--- src/rtl/btn_reader.sv ---
// btn_reader: synchronises raw push-button pins, debounces each one, produces
// level and one-cycle edge outputs, and queues press/release events behind a
// valid/ready handshake.
// Build option: define BTN_READER_RELEASE_EV_EN to also queue release events
// (reported with ev_release = 1). Without it only presses are queued and
// ev_release stays 0; btn_level and release_pulse behave the same either way.
module btn_reader #(
  parameter int NUM_BTN         = 4,
  parameter int DEBOUNCE_CYCLES = 1000000,
  parameter bit BTN_ACTIVE_LOW  = 1'b1,
  parameter int IDX_W           = (NUM_BTN > 1) ? $clog2(NUM_BTN) : 1
) (
  input  logic               clk,
  input  logic               reset,
  input  logic [NUM_BTN-1:0] btn_in,
  output logic [NUM_BTN-1:0] btn_level,
  output logic [NUM_BTN-1:0] press_pulse,
  output logic [NUM_BTN-1:0] release_pulse,
  output logic               ev_valid,
  input  logic               ev_ready,
  output logic [IDX_W-1:0]   ev_idx,
  output logic               ev_release,
  output logic               ev_overflow
);

  localparam int               CNT_W    = $clog2(DEBOUNCE_CYCLES);
  localparam logic [CNT_W-1:0] CNT_LAST = CNT_W'(DEBOUNCE_CYCLES - 1);
  localparam logic [CNT_W-1:0] CNT_ONE  = CNT_W'(1);

  // Pressed = 1 from here on, whatever the board wiring.
  logic [NUM_BTN-1:0] btn_norm;
  assign btn_norm = BTN_ACTIVE_LOW ? ~btn_in : btn_in;

  logic [NUM_BTN-1:0] sync1_q;
  logic [NUM_BTN-1:0] sync2_q;
  logic [NUM_BTN-1:0] level_q;
  logic [NUM_BTN-1:0] press_q;
  logic [NUM_BTN-1:0] rel_q;
  logic [CNT_W-1:0]   cnt_q [NUM_BTN];

  logic [NUM_BTN-1:0] pend_press_q;
  logic [NUM_BTN-1:0] pend_press_d;
  logic [NUM_BTN-1:0] pend_rel_q;
  logic [NUM_BTN-1:0] pend_rel_d;
  logic [NUM_BTN-1:0] pick_oh_d;
  logic [NUM_BTN-1:0] consume_press_d;
`ifdef BTN_READER_RELEASE_EV_EN
  logic [NUM_BTN-1:0] consume_rel_d;
`endif
  logic               found_d;
  logic [IDX_W-1:0]   pick_idx_d;
  logic               pick_rel_d;
  logic               load_d;
  logic               overflow_d;

  logic               ev_valid_q;
  logic [IDX_W-1:0]   ev_idx_q;
  logic               ev_release_q;
  logic               ev_overflow_q;

  // Two-flop synchroniser plus per-button debounce counter and edge pulses.
  always_ff @(posedge clk or posedge reset) begin
    if (reset) begin
      sync1_q <= '0;
      sync2_q <= '0;
      level_q <= '0;
      press_q <= '0;
      rel_q   <= '0;
      for (int i = 0; i < NUM_BTN; i++) begin
        cnt_q[i] <= '0;
      end
    end else begin
      sync1_q <= btn_norm;
      sync2_q <= sync1_q;
      for (int i = 0; i < NUM_BTN; i++) begin
        press_q[i] <= 1'b0;
        rel_q[i]   <= 1'b0;
        if (sync2_q[i] == level_q[i]) begin
          // Any bounce back to the current level restarts the count.
          cnt_q[i] <= '0;
        end else if (cnt_q[i] == CNT_LAST) begin
          level_q[i] <= sync2_q[i];
          cnt_q[i]   <= '0;
          press_q[i] <= sync2_q[i];
          rel_q[i]   <= ~sync2_q[i];
        end else begin
          cnt_q[i] <= cnt_q[i] + CNT_ONE;
        end
      end
    end
  end

  // Pick the lowest pending index; a pending press beats a release there.
  always_comb begin
    found_d    = 1'b0;
    pick_idx_d = '0;
    pick_rel_d = 1'b0;
    pick_oh_d  = '0;
    for (int i = NUM_BTN - 1; i >= 0; i--) begin
      if (pend_press_q[i] || pend_rel_q[i]) begin
        found_d      = 1'b1;
        pick_idx_d   = IDX_W'(i);
        pick_rel_d   = ~pend_press_q[i];
        pick_oh_d    = '0;
        pick_oh_d[i] = 1'b1;
      end else begin
        found_d = found_d;
      end
    end
  end

  // Pending-bit next state: a new pulse always wins over a same-cycle consume,
  // and a pulse landing on a still-pending bit merges and flags overflow.
  always_comb begin
    load_d          = ~ev_valid_q | ev_ready;
    consume_press_d = (load_d && found_d) ? (pick_oh_d & pend_press_q) : '0;
    pend_press_d    = press_q | (pend_press_q & ~consume_press_d);
`ifdef BTN_READER_RELEASE_EV_EN
    consume_rel_d   = (load_d && found_d) ? (pick_oh_d & ~pend_press_q) : '0;
    pend_rel_d      = rel_q | (pend_rel_q & ~consume_rel_d);
    overflow_d      = |((press_q & pend_press_q & ~consume_press_d) |
                        (rel_q & pend_rel_q & ~consume_rel_d));
`else
    pend_rel_d      = '0;
    overflow_d      = |(press_q & pend_press_q & ~consume_press_d);
`endif
  end

  // Pending bits and the event output register (holds while stalled).
  always_ff @(posedge clk or posedge reset) begin
    if (reset) begin
      pend_press_q  <= '0;
      pend_rel_q    <= '0;
      ev_valid_q    <= 1'b0;
      ev_idx_q      <= '0;
      ev_release_q  <= 1'b0;
      ev_overflow_q <= 1'b0;
    end else begin
      pend_press_q  <= pend_press_d;
      pend_rel_q    <= pend_rel_d;
      ev_overflow_q <= overflow_d;
      if (load_d) begin
        ev_valid_q   <= found_d;
        ev_idx_q     <= pick_idx_d;
        ev_release_q <= pick_rel_d;
      end
    end
  end

  assign btn_level     = level_q;
  assign press_pulse   = press_q;
  assign release_pulse = rel_q;
  assign ev_valid      = ev_valid_q;
  assign ev_idx        = ev_idx_q;
  assign ev_release    = ev_release_q;
  assign ev_overflow   = ev_overflow_q;

endmodule

--- config.mk ---
export PLATFORM = sky130hd
export DESIGN_NAME = btn_reader
export DESIGN_NICKNAME = d
export VERILOG_FILES = /design/src/rtl/btn_reader.sv
export SDC_FILE = /design/constraint.sdc
export NUM_CORES = 1
export LEC_CHECK = 0
export ABC_AREA = 1
export BUFFER_PORTS_ARGS = -buffer_cell sky130_fd_sc_hd__buf_4
export CAP_MARGIN = 25
export CORE_ASPECT_RATIO = 1.1
export CORE_MARGIN = 5
export CORE_UTILIZATION = 40
export CTS_CLUSTER_SIZE = 40
export DETAILED_ROUTE_END_ITERATION = 16
export GPL_ROUTABILITY_DRIVEN = 0
export HOLD_SLACK_MARGIN = 0.02
export PLACE_DENSITY = 0.6
export SLEW_MARGIN = 30
export SYNTH_ARGS = -nofsm -noshare
export SYNTH_HDL_FRONTEND = slang
export SYNTH_SLANG_ARGS = --single-unit
--- constraint.sdc ---
create_clock -name clk -period 3.8 [get_ports clk]
set_input_delay 0 -clock clk [delete_from_list [all_inputs] [get_ports clk]]
set_output_delay 0 -clock clk [all_outputs]
set_load 0.05 [all_outputs]
==> results.py <==
metrics = {
    "drt": {
        "num_vias": 4364,
        "first_pass_iters": 5,
        "antenna_left": 0,
        "drc": 0,
        "via_per_inst": 4.723,
        "postRouteWirelength_um": 11270,
        "drt_iter0_drc": 227,
        "wl_per_cell_um": 12.20,
    },
    "clock_network": {
        "cts_buffers": 9,
        "cts_tree": "built",
        "clock_latency_ns": 0.35,
        "cts.htree.levels": 3,
        "clockBufferDepth": 2,
        "cts_sinks": 108,
        "cts-root-buf": "clkbuf_16",
        "clkTransAtPathRegs_ns": 0.07,
        "post-cts-setup-buffers": 0,
    },
    "power_and_ir_drop": {
        "switching_share_pct": 22.30,
        "power_mw": 2.116,
        "p_sw_mw": 0.4720,
        "p_leak_nw": 2.813,
        "seqPwrFrac_pct": 55.5,
        "vdd_drop_max_mv": 0.2628,
        "clockPowerShare_pct": 40.7,
        "comb_power_share_pct": 3.8,
        "internal_power_mw": 1.644,
        "p_per_area_nw_per_um2": 337.1,
    },
    "placement": {
        "placed_cells": 904,
        "port_buffers": 22,
        "place_hpwl_um": 8307,
    },
    "global_routing": {
        "grt_overflow": 0,
        "antenna_found_initial": 0,
        "grt_pass1_vias": 4342,
        "grt_max_degree": 85,
        "grt_usage_pct": 14.94,
        "grt_pass1_wl_um": 19750,
    },
    "synth": {
        "avgSynthCellArea_um2": 7.999,
        "postSynthCellCount": 695,
        "syn_area_um2": 5559,
        "yosys.area.top_type": "dfrtp_1",
        "synth.distinct_cells": 33,
        "synth-seq-area-share_pct": 48.62,
        "synth_nets": 706,
        "yosysMostFrequentCell": "nor2_1",
        "ys_warn_count": 0,
        "ys_seq_elements": 108,
        "synth.area.top_cells": "dfrtp_1, nor2_1, nand2_1, inv_1, nand3_1",
        "synthFlopType": "dfrtp_1",
        "yosys-top-cells-count": "nor2_1, nand2_1, dfrtp_1, inv_1, nand3_1",
        "synthArstFlopShare_pct": 100.0,
        "synth_top_area_share_pct": 48.62,
        "synth-edff-count": 0,
    },
    "finish": {
        "nets": 743,
        "utilization_pct": 45.70,
        "diodes": 0,
        "area_growth_pct": 12.94,
        "drive_above_1_share_pct": 12.09,
        "final_cells": 924,
    },
    "timing": {
        "max_freq_ghz": 0.5513,
        "report.final.setup_viol": 0,
        "period_needed_ns": 1.814,
        "slew_headroom_pct": 40.24,
        "maxSlewViolCount": 0,
        "hold_slack_ns": 0.02473,
        "tightest_slew_ns": 0.8930,
        "fin_setup_tns_ns": 0,
        "hold_viol": 0,
        "skew_ns": 0.005969,
        "rsz0062_at_grt": "false",
        "fin_crit_sh_pct": 47.74,
    },
    "worst_hold_path": {
        "hold_class": "in2reg",
        "hold_path_end": "ev_valid",
        "hp-start": "ev_ready",
        "min_delay_path_depth": 4,
    },
    "floorplanning": {
        "die_w_um": 122.4,
        "fp.dieArea_um2": 16360,
        "core_um2": 13740,
        "num_rows": 45,
        "ios": 24,
        "fp.dieH_um": 133.6,
        "start_util_pct": 40.46,
    },
    "worst_setup_path": {
        "worstPathMaxFanout": 13,
        "reg2regPathDepth": 6,
        "path_class": "reg2reg",
        "arrival_ns": 2.05,
        "worst_setup_path_end_kind": "register",
        "r2r-end": "cnt_q[9]",
        "reg2reg_slack_ns": 1.99,
        "cp-start-kind": "register",
        "cp.required_ns": 4.03,
        "r2r_start": "btn_level[3]",
    },
    "run_status": {
        "outcome": "completed",
    },
    "run": {
        "cap_violations": 0,
    },
}
## cells by family (layout without fill, tap and decap cells)
family          after synthesis  in the layout  share of synthesized area, %
other cells                   1              1                       0.06746
xor+xnor                     38             38                         5.987
fa+ha+maj                     4              4                        0.9003
simple gates                428            428                         35.34
flops                       108            108                         48.62
compound gates               34             34                         3.466
buf+inv                      82            123                         5.627
## flip-flops by register name, summed over array words and instances, names as in the netlist
name	flops
cnt_q	80
btn_level	4
pend_press_q	4
press_pulse	4
release_pulse	4
sync1_q	4
sync2_q	4
ev_idx	2
ev_overflow	1
ev_valid	1
## how the worst max path moves through the flow
stage,start,to,cells past startpoint
floorplan,reset,btn_level[0],1
global placement,btn_level[3],cnt_q[9],6
detailed placement,btn_level[3],cnt_q[9],6
CTS,btn_level[3],cnt_q[9],6
global route,btn_level[3],cnt_q[9],6
finish,btn_level[3],cnt_q[9],6
## through the flow
stage | setup slack, ns | cell area (um2)
after floorplan | 0.9544 | 5559
after global placement | 2.003 | 5957
after detailed placement | 1.958 | 5959
after CTS | 1.970 | 6279
after global routing | 1.766 | 6279
final | 1.986 | 6279
## power by group through the flow
| stage | Clock (mW) | Combinational, mW | Sequential [mW] |
|---|---|---|---|
| floorplan | 0 | 0.0566 | 1.19 |
| global placement | 0 | 0.0766 | 1.20 |
| detailed placement | 0 | 0.0792 | 1.20 |
| CTS | 0.903 | 0.0836 | 1.17 |
| global route | 0.946 | 0.0945 | 1.18 |
| finish | 0.862 | 0.0801 | 1.17 |
## per-layer routing
layer | GRT usage [%] | wire length, um | vias up
met5 | 0 | 0 | -
met4 | 4.792 | 158 | 0
met3 | 3.142 | 307 | 12
met2 | 25.36 | 5439 | 53
met1 | 18.94 | 5367 | 2044
li1 | - | - | 2255
## repair_timing
item	4_1_cts	5_1_grt
hold buffers	5	0
gates resized for setup	0	0
endpoints found under the hold margin	87	0
## layout by cell type (no fill, tap or decap), types with 2 or more instances in the layout
master | Yosys | layout
nor2_4 | 7 | 7
o21bai_1 | 6 | 6
nor3_1 | 17 | 17
nand3b_1 | 7 | 7
buf_4 | 1 | 23
nor2_2 | 17 | 17
nand3_1 | 56 | 56
o21ai_0 | 7 | 7
o21ai_1 | 4 | 4
inv_1 | 77 | 76
dlygate4sd3_1 | 0 | 5
nand4_1 | 10 | 10
clkbuf_16 | 0 | 9
dfrtp_1 | 108 | 108
nor3b_1 | 2 | 2
xnor2_1 | 9 | 9
a21oi_1 | 14 | 14
and2_1 | 2 | 2
nor2_1 | 169 | 169
nand3_2 | 5 | 5
inv_2 | 3 | 3
nand2_2 | 13 | 13
clkinv_2 | 0 | 2
xor2_1 | 29 | 29
nand2_1 | 118 | 118
ha_1 | 4 | 4
## cell type report
class                      count  area (um2)
tap                          188       235.2
fill                        1411        7460
timing repair buffer          28       222.7
clock buffer                  11       242.7
sequential                   108        2703
multi-input combinational    505        2544
clock inverter                 4       26.28
inverter                      80       305.3
## critical path, stage by stage (launching register included)
cell and delay [ns]:
dfrtp_1 0.41, inv_1 0.10, nor2_1 0.05, nor2_1 0.69, inv_1 0.21, nand2_2 0.18
nor2_1 0.06
Power figures use the tool's default switching activity.
